## src/rtl/cabac_bae_stage2.sv

```systemverilog
// cabac_bae_stage2 - second stage of the CABAC binary arithmetic encoder.
//
// Holds the coder's range/low registers and processes one bin per clock.
// Bin types are regular, bypass and terminate. For each bin it registers the
// bits that renormalisation shifts out of low, plus a carry flag. Carry
// propagation into earlier bits is resolved by the downstream bit packer.
//
// Ports:
//   clk, rst                  clock, asynchronous active-high reset
//   start_i                   slice start: range=510, low=0, FSM -> ACTIVE
//   valid_i, mode_i           bin strobe and type (0 reg, 1 byp, 2 term, 3 no-op)
//   bin_i, bin_eq_lps_i       bin value (byp/term), LPS flag (regular)
//   range_lps_i               rLPS per qIdx, 8 b each, q0 in the MSBs
//   range_lps_update_lut_i    rLPS<<shift per qIdx, 9 b each, q0 in the MSBs
//   shift_lut_i               LPS renorm shift per qIdx, 4 b each, q0 in the MSBs
//   bits_valid_o/bits_o/bits_len_o/carry_o  registered emitted bits
//   range_o, low_o            current coder registers
//   done_o                    one-cycle pulse after terminate bin 1
//   bin_cnt_o                 bins since start (only with the optional counter)
//
// Optional feature: define CABAC_BAE_BIN_CNT_EN to build the bin counter;
// otherwise bin_cnt_o is tied to 0.

module cabac_bae_stage2 (
  input  logic        clk,
  input  logic        rst,
  input  logic        start_i,
  input  logic        valid_i,
  input  logic [1:0]  mode_i,
  input  logic        bin_i,
  input  logic        bin_eq_lps_i,
  input  logic [31:0] range_lps_i,
  input  logic [35:0] range_lps_update_lut_i,
  input  logic [15:0] shift_lut_i,
  output logic        bits_valid_o,
  output logic [9:0]  bits_o,
  output logic [3:0]  bits_len_o,
  output logic        carry_o,
  output logic [8:0]  range_o,
  output logic [9:0]  low_o,
  output logic        done_o,
  output logic [31:0] bin_cnt_o
);

  localparam logic [8:0] RangeInit = 9'd510;

  typedef enum logic [0:0] {StIdle, StActive} state_e;

  state_e      state_q, state_d;
  logic [8:0]  range_q, range_d;
  logic [9:0]  low_q, low_d;
  logic [9:0]  bits_q, bits_d;
  logic [3:0]  len_q, len_d;
  logic        carry_q, carry_d;
  logic        done_q, done_d;
  logic        bvalid_q;

  // Per-qIdx look-ups for the regular path
  logic [1:0]  q;
  logic [7:0]  r_lps;
  logic [8:0]  r_upd;
  logic [3:0]  lps_shift;
  logic [8:0]  r_mps;

  assign q = range_q[7:6];

  always_comb begin
    r_lps     = range_lps_i[7:0];
    r_upd     = range_lps_update_lut_i[8:0];
    lps_shift = shift_lut_i[3:0];
    unique case (q)
      2'd0: begin
        r_lps     = range_lps_i[31:24];
        r_upd     = range_lps_update_lut_i[35:27];
        lps_shift = shift_lut_i[15:12];
      end
      2'd1: begin
        r_lps     = range_lps_i[23:16];
        r_upd     = range_lps_update_lut_i[26:18];
        lps_shift = shift_lut_i[11:8];
      end
      2'd2: begin
        r_lps     = range_lps_i[15:8];
        r_upd     = range_lps_update_lut_i[17:9];
        lps_shift = shift_lut_i[7:4];
      end
      default: begin
        r_lps     = range_lps_i[7:0];
        r_upd     = range_lps_update_lut_i[8:0];
        lps_shift = shift_lut_i[3:0];
      end
    endcase
  end

  assign r_mps = range_q - {1'b0, r_lps};

  // Scratch values for each bin type
  logic [10:0] reg_sum;
  logic [3:0]  reg_n;
  logic [11:0] byp_sum;
  logic [8:0]  term_rng;
  logic [10:0] term_sum;

  always_comb begin
    state_d  = state_q;
    range_d  = range_q;
    low_d    = low_q;
    bits_d   = '0;
    len_d    = '0;
    carry_d  = 1'b0;
    done_d   = 1'b0;
    reg_sum  = '0;
    reg_n    = '0;
    byp_sum  = '0;
    term_rng = range_q - 9'd2;
    term_sum = '0;

    if (start_i) begin
      // start wins over a coincident bin, which is dropped
      state_d = StActive;
      range_d = RangeInit;
      low_d   = '0;
    end else if (state_q == StActive && valid_i) begin
      case (mode_i)
        2'd0: begin
          if (bin_eq_lps_i) begin
            reg_sum = {1'b0, low_q} + {2'b00, r_mps};
            range_d = r_upd;
            // More than 10 shifted bits cannot be represented on bits_o
            reg_n   = (lps_shift > 4'd10) ? 4'd10 : lps_shift;
          end else begin
            reg_sum = {1'b0, low_q};
            if (r_mps[8]) begin
              reg_n   = 4'd0;
              range_d = r_mps;
            end else begin
              reg_n   = 4'd1;
              range_d = {r_mps[7:0], 1'b0};
            end
          end
          carry_d = reg_sum[10];
          bits_d  = reg_sum[9:0] >> (4'd10 - reg_n);
          len_d   = reg_n;
          low_d   = reg_sum[9:0] << reg_n;
        end
        2'd1: begin
          byp_sum = {1'b0, low_q, 1'b0} + (bin_i ? {3'b000, range_q} : 12'd0);
          carry_d = byp_sum[11];
          bits_d  = {9'd0, byp_sum[10]};
          len_d   = 4'd1;
          low_d   = byp_sum[9:0];
        end
        2'd2: begin
          if (!bin_i) begin
            if (!term_rng[8]) begin
              range_d = {term_rng[7:0], 1'b0};
              low_d   = {low_q[8:0], 1'b0};
              bits_d  = {9'd0, low_q[9]};
              len_d   = 4'd1;
            end else begin
              range_d = term_rng;
            end
          end else begin
            // Final flush: 9 bits of low+range followed by the stop bit
            term_sum = {1'b0, low_q} + {2'b00, term_rng};
            bits_d   = {term_sum[9:1], 1'b1};
            len_d    = 4'd10;
            carry_d  = term_sum[10];
            range_d  = RangeInit;
            low_d    = '0;
            done_d   = 1'b1;
            state_d  = StIdle;
          end
        end
        default: ;
      endcase
    end
  end

  always_ff @(posedge clk or posedge rst) begin
    if (rst) begin
      state_q  <= StIdle;
      range_q  <= RangeInit;
      low_q    <= '0;
      bits_q   <= '0;
      len_q    <= '0;
      carry_q  <= 1'b0;
      done_q   <= 1'b0;
      bvalid_q <= 1'b0;
    end else begin
      state_q  <= state_d;
      range_q  <= range_d;
      low_q    <= low_d;
      bits_q   <= bits_d;
      len_q    <= len_d;
      carry_q  <= carry_d;
      done_q   <= done_d;
      bvalid_q <= (len_d != 4'd0) || carry_d;
    end
  end

`ifdef CABAC_BAE_BIN_CNT_EN
  logic [31:0] cnt_q;
  logic        cnt_inc;

  assign cnt_inc = (state_q == StActive) && valid_i && !start_i && (mode_i != 2'd3);

  always_ff @(posedge clk or posedge rst) begin
    if (rst) begin
      cnt_q <= '0;
    end else if (start_i) begin
      cnt_q <= '0;
    end else if (cnt_inc) begin
      cnt_q <= cnt_q + 32'd1;
    end
  end

  assign bin_cnt_o = cnt_q;
`else
  assign bin_cnt_o = '0;
`endif

  assign bits_valid_o = bvalid_q;
  assign bits_o       = bits_q;
  assign bits_len_o   = len_q;
  assign carry_o      = carry_q;
  assign range_o      = range_q;
  assign low_o        = low_q;
  assign done_o       = done_q;

endmodule

```

## config.mk

```make
export PLATFORM = sky130hd
export DESIGN_NAME = cabac_bae_stage2
export DESIGN_NICKNAME = d
export VERILOG_FILES = /design/src/rtl/cabac_bae_stage2.sv
export SDC_FILE = /design/constraint.sdc
export NUM_CORES = 1
export LEC_CHECK = 0
export BUFFER_PORTS_ARGS = -buffer_cell sky130_fd_sc_hd__buf_2
export CORE_UTILIZATION = 35
export DETAILED_ROUTE_END_ITERATION = 10
export GPL_ROUTABILITY_DRIVEN = 0
export PLACE_DENSITY = 0.68
export SLEW_MARGIN = 10
export SYNTH_ARGS = -nofsm -noshare
export SYNTH_HDL_FRONTEND = slang
export SYNTH_SLANG_ARGS = --single-unit
```

## constraint.sdc

```tcl
create_clock -name clk -period 8.85 [get_ports clk]
set_input_delay 0.885 -clock clk [delete_from_list [all_inputs] [get_ports clk]]
set_output_delay 0.885 -clock clk [all_outputs]
set_load 0.1 [all_outputs]
```

# Word-level counts from Yosys, hierarchy flattened
# Cells that the tools add are included.
[word_totals]
register_bits = 37
inputBits = 92
output_inout_bits = 68
elab_cells = 83
[classes]
n_addsub = 6
magnitude_cmp = 1
eq_ne = 5
shifts = 2
mux = 48
n_reduce_logical = 13
[ops]
columns = ["operator", "n"]
rows = [
  ["10-bit 2-to-1 mux", 7],
  ["9-bit 2-to-1 mux", 7],
  ["10-bit case mux with 3 select lines", 2],
  ["11-bit 2-to-1 mux", 4],
  ["4-bit 2-to-1 mux", 8],
  ["9-bit case mux with 3 select lines", 1],
  ["4-bit case mux with 3 select lines", 2],
  ["8-bit case mux with 3 select lines", 1],
  ["10-bit by 9-bit adder with 11-bit output", 2],
  ["9-bit case mux with 2 select lines", 1],
  ["1-bit 2-to-1 mux", 14],
  ["11-bit by 9-bit adder with 12-bit output", 1],
  ["10-bit by 4-bit left shift with 10-bit output", 1],
  ["10-bit by 4-bit >> shifter with 10-bit output", 1],
  ["9-bit by 2-bit subtractor with 9-bit output, second input constant", 1],
  ["9-bit by 8-bit subtractor with 9-bit output", 1],
  ["4-bit nonzero test", 2],
  ["3-bit AND reduction", 2],
  ["2-bit nonzero test", 3],
  ["2-bit by 1-bit == test with 1-bit output, second input constant", 2],
  ["2-bit == test, second input constant", 2],
  ["4-bit > comparator, second input constant", 1],
  ["2-bit logical NOT", 2],
  ["4-bit != test, second input constant", 1],
  ["other kinds (6)", 6],
]

# Longest topological paths before layout
# Gate-level depths: netlist (run 1).
[logic_depth]
depth_word = 13
ltp_mapped = 21
depth_no_buf = 18

# Worst setup path before layout (run 1)
# OpenSTA, ideal clock, no wires.
[synth_path]
kind = "flip-flop to flip-flop"
from = "register range_q[6] (netlist: range_o[6])"
to = "register low_q[9] (netlist: low_o[9])"
setup_time_ns = 0.092
arrival_ns = 6.231
required_time_ns = 8.758
slack_ns = 2.527
stages_incl_launch_ff = 21
n_path_buf = 4
synth_period_minus_slack_ns = 6.323
cell_sequence = "dfstp_2 > buf_6 > buf_1 > buf_1 > mux4_2 > ha_1 > fa_1 > nand2b_1 > a21oi_1 > o221a_2 > nor2_1 > inv_2 > clkbuf_1 > ha_1 > o21ai_0 > a211oi_1 > o21a_1 > or2_2 > mux4_2 > mux2_2 > o31ai_2"
[synth_between]
elab_chain_cells = 12
word_cells_on_any_way = 27
cone_classes = "add/sub: 4; order compare: 1; eq/ne: 3; shift: 1; mux: 16; reduce/logical: 2"
[synth_lines]
columns = ["element", "line_no", "rtl"]
rows = [
  ["start, declared", "50", "logic [8:0] range_q, range_d;"],
  ["start signal, assigned", "183", "range_q <= RangeInit;"],
  ["start signal, assigned", "192", "range_q <= range_d;"],
  ["2-bit == test (tied with other cells)", "71", "unique case (q)"],
  ["8-bit case mux with 3 select lines or 4-bit case mux with 3 select lines (tied branches)", "71", ""],
  ["9-bit by 8-bit subtractor with 9-bit output or 4-bit > comparator (tied branches)", "95, 130", ""],
  ["10-bit by 9-bit adder with 11-bit output (tied with other cells)", "127", "reg_sum = {1'b0, low_q} + {2'b00, r_mps};"],
  ["11-bit 2-to-1 mux or 4-bit 2-to-1 mux (tied branches)", "126", "if (bin_eq_lps_i) begin"],
  ["11-bit 2-to-1 mux or 4-bit 2-to-1 mux (tied branches)", "124", "case (mode_i)"],
  ["11-bit 2-to-1 mux or 4-bit 2-to-1 mux (tied branches)", "123", "end else if (state_q == StActive && valid_i) begin"],
  ["11-bit 2-to-1 mux or 4-bit 2-to-1 mux (tied branches)", "118", "if (start_i) begin"],
  ["10-bit by 4-bit left shift with 10-bit output", "144", "low_d = reg_sum[9:0] << reg_n;"],
  ["10-bit case mux with 3 select lines", "124", ""],
  ["10-bit 2-to-1 mux", "123", ""],
  ["10-bit 2-to-1 mux", "118", ""],
  ["end signal, assigned", "193", "low_q <= low_d;"],
  ["end, declared", "51", "logic [9:0] low_q, low_d;"],
]
# Several ways; a longest one is shown, not always the timed one. The select of a mux whose other input is x is not followed.
# A chain may end at the register's enable or synchronous reset.

# Worst setup path after layout (run 1)
[layout_path]
from = "register range_q[6] (netlist: range_o[6])"
to = "register bits_q[3] (netlist: bits_o[3])"
[layout_between]
elab_chain_cells = 13
word_cells_on_any_way = 23
cone_classes = "add/sub: 3; order compare: 1; eq/ne: 2; shift: 1; mux: 15; reduce/logical: 1"
[layout_lines]
columns = ["element", "line_no", "rtl"]
rows = [
  ["branches (longest 9 deep; another with 10-bit by 9-bit adder with 11-bit output)", "--", ""],
  ["10-bit by 4-bit >> shifter with 10-bit output (*)", "142", "bits_d = reg_sum[9:0] >> (4'd10 - reg_n);"],
  ["10-bit case mux with 3 select lines (*)", "124", ""],
  ["10-bit 2-to-1 mux (*)", "123", ""],
  ["10-bit 2-to-1 mux (*)", "118", ""],
  ["net bits_d[3]", "52", "logic [9:0] bits_q, bits_d;"],
  ["end signal, assigned", "194", "bits_q <= bits_d;"],
  ["end, declared", "52", ""],
]
# Mark *: on every way through the listed nets, which the timed path passes. The select of a mux whose other input is x is not followed.

==> results.cfg, run 1 <==
[worst_setup_path]
crit_buf_inv = 1
cp.arrival_ps = 6210
critPathCaptureType = flop
setup.worst_path.class = flop to flop
cpPeakStageDelay_ps = 1080
path_delay_family = compound AO/OA/AOI/OAI gates
crit_fanout = 28
crit_required_ps = 9020
reg2reg_depth = 16
cp_num_cells = 16
slowest_stage = dfstp_2
path_cells = mux4_2 > ha_1 > fa_1 > nand2b_1 > a21oi_1 > o32ai_1 > nor2_1 > inv_2 > ha_1 > nor3b_1 > a221o_1 > a211oi_1 > mux2i_1 > mux2i_1 > o22ai_1 > o21a_1
start_kind = flop

[yosys]
synth_edf_count = 0
syn_inst = 653
ys_ff_latch = 37
synthFlopType = dfrtp_1
synth.distinct_cells = 78
ys_warn_count = 0
synthArstFlopShare_pct = 100
synth.avg_cell_area_sq_um = 8.29
syn_area_sq_um = 5410
yosysSeqAreaShare_pct = 17.3

[detailed_routing]
firstDrtPassIters = 7
vias = 5496
route.detailed.drc = 0
wirelength_mm = 17.2
routedWlPerCell_um = 18.2
dr.first_iter.drc_count = 395
viasPerCell = 5.81
antenna_left = 0

[floorplanning]
core-area_sq_um = 15100
io_pins = 160
dieArea_sq_um = 16000
fp.dieH_um = 126
start_util_pct = 35.7
rows = 45
die_x_um = 126

[sta]
hold_viol = 0
tns_ps = 0
tightest_slew_ps = 1030
fin_crit_sh_pct = 68.2
timing.fmax_ghz = 0.166
min_period_ps = 6040
rsz0062_at_grt = false
slew_violations = 0
maxSlewHeadroom_pct = 31.0
finalSetupViolations = 0
finClkSkew_ps = 9.24

[global_route]
grt_pass1_wl_mm = 27.5
grt_max_degree = 39
antenna_found_initial = 0
grt_usage_pct = 21.9
first_global_vias = 5154
grt-ovfl-total = 0

[final_layout]
layout_common_cells = buf_2 (127), nand2_1 (64), a21oi_1 (50)
final_area_sq_um = 6230
syn2layout_area_growth_pct = 15.1
drive_gt1_share_pct = 25.6
nNetsFinal = 893
final_common_cell = buf_2
diodes = 0

[outcome]
outcome = completed

[pwr]
p_int_mw = 0.631
clkPwrFrac_pct = 19.0
power_frac_comb_pct = 63.4
seq_power_share_pct = 17.6
switching_power_mw = 0.672
peakVddDrop_mv = 0.0797
p_leak_nw = 2.93
p_sw_share_pct = 51.6
powerDensity_nw_per_um2 = 209

[cts]
cts_setup_buffers = 0
cts_htree_levels = 2
numClockSinks = 37
postCtsResizedCells = 0
cts.root.buffer_cell = clkbuf_16
worstSkewPairLatency_ps = 290
clkSlewWorstSetupHoldPaths_ps = 70
tritoncts = done
cts_inserted_buffers = 5
cts_buffer_depth = 2
hold_buffers = 0

[min_path]
min_path_cells = 2
hold_class = flop to flop

[place]
place_hpwl_mm = 13.6
numPortBuffers = 127
postPlaceCellArea_sq_um = 6030

[flow_run]
maxCapViolCount = 0
-- power by group through the flow --
stage	Clock [mW]	Combinational [mW]	Sequential, mW
2_1_floorplan	0	0.573	0.303
3_3_place_gp	0	0.802	0.233
3_5_place_dp	0	0.806	0.233
4_1_cts	0.248	0.812	0.229
5_1_grt	0.255	0.892	0.233
6_report	0.248	0.826	0.230
-- synth_stat cells, drive strengths merged, types with 3 or more instances --
cell type / n / share of area [%]
nand2: 64 / 4.4
a21oi: 50 / 4.6
buf: 45 / 5.7
nor2: 43 / 3.1
ha: 40 / 9.3
inv: 35 / 2.4
o21ai: 34 / 3.2
dfrtp: 29 / 13
mux4: 23 / 9.6
mux2i: 21 / 3.9
clkbuf: 18 / 1.2
nor3: 17 / 1.6
nand3: 16 / 1.5
xor2: 13 / 2.1
a211oi: 12 / 1.9
and2: 12 / 1.4
a21o: 11 / 1.5
o21a: 11 / 1.5
xnor2: 10 / 1.8
a31oi: 9 / 1.3
o31ai: 9 / 1.3
dfstp: 8 / 3.9
and3: 7 / 0.90
mux2: 7 / 1.5
nor2b: 7 / 0.81
nand2b: 6 / 0.69
o21bai: 6 / 0.83
or3: 6 / 0.69
a221oi: 5 / 0.92
a22oi: 5 / 0.69
o211ai: 5 / 0.69
a22o: 4 / 0.65
fa: 4 / 1.5
nor3b: 4 / 0.56
o221ai: 4 / 0.65
o32a: 4 / 0.74
o32ai: 4 / 0.65
or2: 4 / 0.46
a21boi: 3 / 0.42
a311oi: 3 / 0.49
nor4: 3 / 0.46
o22ai: 3 / 0.35
-- cell type report --
class | count | area [sq um]
inverters | 35 | 131
flip-flops and latches | 37 | 936
well taps | 188 | 235
fillers | 1556 | 8920
repair buffers | 129 | 651
multi-input cells | 549 | 4080
clock inverters | 3 | 68.8
clock buffers | 5 | 125
-- worst paths after layout --
kind | slack, ps | start | endpoint
hold / removal | 500 | state_q$_DFFE_PP0P_ | state_q$_DFFE_PP0P_
max in group asynchronous | 7810 | rst | range_o[1]$_DFFE_PP1P_
hold reg to reg | 500 | state_q$_DFFE_PP0P_ | state_q$_DFFE_PP0P_
min in group asynchronous | 690 | rst | range_o[0]$_DFFE_PP0P_
setup reg to reg | 2810 | range_o[6]$_DFFE_PP1P_ | bits_o[3]$_DFF_PP0_
setup / recovery | 2810 | range_o[6]$_DFFE_PP1P_ | bits_o[3]$_DFF_PP0_
-- metal layers --
| metal | GRT usage, % | vias up | part of all wire, % |
|---|---|---|---|
| met1 | 29.2 | 2564 | 43 |
| met5 | 0 | - | 0 |
| met2 | 36.4 | 297 | 47 |
| li1 | - | 2597 | - |
| met3 | 3.58 | 38 | 8.0 |
| met4 | 6.59 | 0 | 2.3 |
-- tightest hold or removal path, stage by stage, from the launching register on --
cell     delay [ps]
dfrtp_1         340
nor2_1           50
nor2_1           70
-- cells by family after synthesis --
kind of cell    synth area share, %
compound gates                 26.3
simple gates                   17.4
buf+inv                        9.41
mux                            14.9
fa+ha+maj                      10.7
flops                          17.3
xor+xnor                       3.86
other cells                  0.0693
-- registers in the layout (all words and copies together) (netlist names) --
register	cells
bits_len_o	4
bits_o	10
bits_valid_o	1
carry_o	1
done_o	1
low_o	10
range_o	9
state_q	1
-- stage by stage --
| step | hold WS [ps] | std cells | util [%] | setup WS (ps) | total power [mW] |
|---|---|---|---|---|---|
| 3_5_place_dp | 490 | 938 | 39.8 | 2970 | 1.04 |
| 6_report | 499 | 946 | 41.1 | 2810 | 1.30 |
| 5_1_grt | 561 | 946 | 41.1 | 2290 | 1.38 |
| 4_1_cts | 505 | 946 | 41.1 | 2920 | 1.29 |
| 2_1_floorplan | 466 | 684 | - | 2530 | 0.876 |
| 3_3_place_gp | 482 | 938 | 39.8 | 3170 | 1.03 |
(Power assumes the default switching activity.)
==> run 2: changes to the inputs <==
==> constraint.sdc (replaced) <==
create_clock -name clk -period 5.72 [get_ports clk]
set_input_delay 0.572 -clock clk [delete_from_list [all_inputs] [get_ports clk]]
set_output_delay 0.572 -clock clk [all_outputs]
set_load 0.1 [all_outputs]
==> run 2 against run 1 <==
  * First-iteration DRC count is 13% lower
  * Sequential power up 53%
  * Utilization increased by 0.11 points
  * Non-clock buffer count increased by 4
  * Die area stayed put
  * Count of clock-buffer cells in the layout up 2
  * Largest cell class unchanged
  * Highest routed layer unchanged
  * Clock power rose by 23%
  * Combinational power increased by 57%
  * Clock skew is 2.1 ps lower
==> results.cfg, run 2 (synthesis gave the netlist of run 1 again) <==
[sta]
fin_crit_sh_pct = 93.3
min_period_ps = 5340
tightest_slew_ps = 1040
timing.fmax_ghz = 0.187
maxSlewHeadroom_pct = 30.4
tns_ps = 0
rsz0062_at_grt = false
timing.final.ws_setup_ps = 382
finalSetupViolations = 0
slew_violations = 0
hold_viol = 0
finClkSkew_ps = 7.18

[worst_setup_path]
setup.worst_path.class = flop to flop
startpoint = range_o[6]$_DFFE_PP1P_
reg2reg_depth = 16
r2r-end = low_o[9]$_DFFE_PP0P_
rrSetupSlack_ps = 380
critPathCaptureType = flop
crit_required_ps = 5920
cp.arrival_ps = 5540
start_kind = flop
crit_fanout = 11
r2r-start = range_o[6]$_DFFE_PP1P_

[final_layout]
nNetsFinal = 897
final_area_sq_um = 6240
fin_util_pct = 41.2
syn2layout_area_growth_pct = 15.4
layout_common_cells = buf_2 (127), nand2_1 (64), a21oi_1 (50)
drive_gt1_share_pct = 26.2
diodes = 0
final_cells = 950
final_common_cell = buf_2

[outcome]
outcome = completed

[place]
postPlaceCellArea_sq_um = 6070
numPortBuffers = 127
place_ws_ps = 314
placed_cells = 942
place_hpwl_mm = 13.8

[global_route]
grt_max_degree = 39
grt-ovfl-total = 0
grt_usage_pct = 22.0
first_global_vias = 5308
grt_pass1_wl_mm = 27.7
antenna_found_initial = 0

[pwr]
peakVddDrop_mv = 0.159
p_sw_share_pct = 52.9
powerDensity_nw_per_um2 = 313
p_int_mw = 0.919
p_leak_nw = 2.94
seq_power_share_pct = 18.0
power_frac_comb_pct = 66.4
switching_power_mw = 1.03
clkPwrFrac_pct = 15.6

[cts]
cts_htree_levels = 2
clkSlewWorstSetupHoldPaths_ps = 60
cts_buffer_depth = 2
tritoncts = done
worstSkewPairLatency_ps = 290
hold_buffers = 0
cts_inserted_buffers = 5
cts.root.buffer_cell = clkbuf_16
numClockSinks = 37

[flow_run]
maxCapViolCount = 0

[floorplanning]
dieArea_sq_um = 16000
die_x_um = 126
rows = 45
core-area_sq_um = 15100
fp.dieH_um = 126
start_util_pct = 35.7
io_pins = 160

[detailed_routing]
firstDrtPassIters = 7
antenna_left = 0
wirelength_mm = 17.3
vias = 5505
viasPerCell = 5.79
routedWlPerCell_um = 18.3
route.detailed.drc = 0
dr.first_iter.drc_count = 345

[min_path]
hold_class = primary input to asynchronous set/reset pin
-- run 2: worst max-delay path, stage by stage, from the launching register on --
cell and delay [ps]:
dfstp_4 720, mux4_2 520, ha_1 230, fa_1 400, nand2b_1 170, a21oi_1 300, o32ai_1 190, nor2_1 320
inv_2 180, ha_1 400, o21ai_0 100, a211oi_1 340, nor3_1 130, or2_2 330, mux4_2 460, mux2_2 280
o31ai_2 170
-- run 2: how the worst max path moves through the flow --
stage                                end  slack (ps)  cells past startpoint
floorplan           low_o[9]$_DFFE_PP0P_          30                     20
global placement     bits_o[3]$_DFF_PP0_         520                     18
detailed placement   bits_o[1]$_DFF_PP0_         310                     16
CTS                  bits_o[3]$_DFF_PP0_         310                     16
global route        low_o[9]$_DFFE_PP0P_          50                     16
finish              low_o[9]$_DFFE_PP0P_         380                     16
-- run 2: routing by layer --
| metal | wire (um) | track usage (%) | share of wire (%) |
|---|---|---|---|
| met2 | 8150 | 37.3 | 47 |
| met5 | 0 | 0 | 0 |
| met1 | 7360 | 28.5 | 42 |
| met3 | 1350 | 3.37 | 7.8 |
| met4 | 473 | 7.65 | 2.7 |
-- run 2: timing repair --
item / CTS / global route
endpoints found under the setup margin: 0 / 5
gates resized for setup: 0 / 2
buffers inserted: 0 / 0
-- run 2: area by class of cell --
cell class	instances	area, sq um
fill	1558	8900
timing repair buffer	133	681
tap	188	235
multi-input combinational	549	4090
inverter	35	131
sequential	37	943
clock inverter	1	8.76
clock buffer	7	153
-- run 2: power groups by stage --
stage                     sequential, mW  clock, mW  combinational, mW
after CTS                          0.351      0.308               1.27
after floorplan                    0.469          0              0.887
after global placement             0.355          0               1.25
after detailed placement           0.356          0               1.26
final                              0.352      0.305               1.30
after global routing               0.356      0.318               1.40
-- run 2: metrics by stage --
step / power (mW) / hold slack, ps
2_1_floorplan: 1.36 / 466
3_3_place_gp: 1.61 / 480
3_5_place_dp: 1.62 / 498
4_1_cts: 1.93 / 410
5_1_grt: 2.07 / 445
6_report: 1.95 / 383
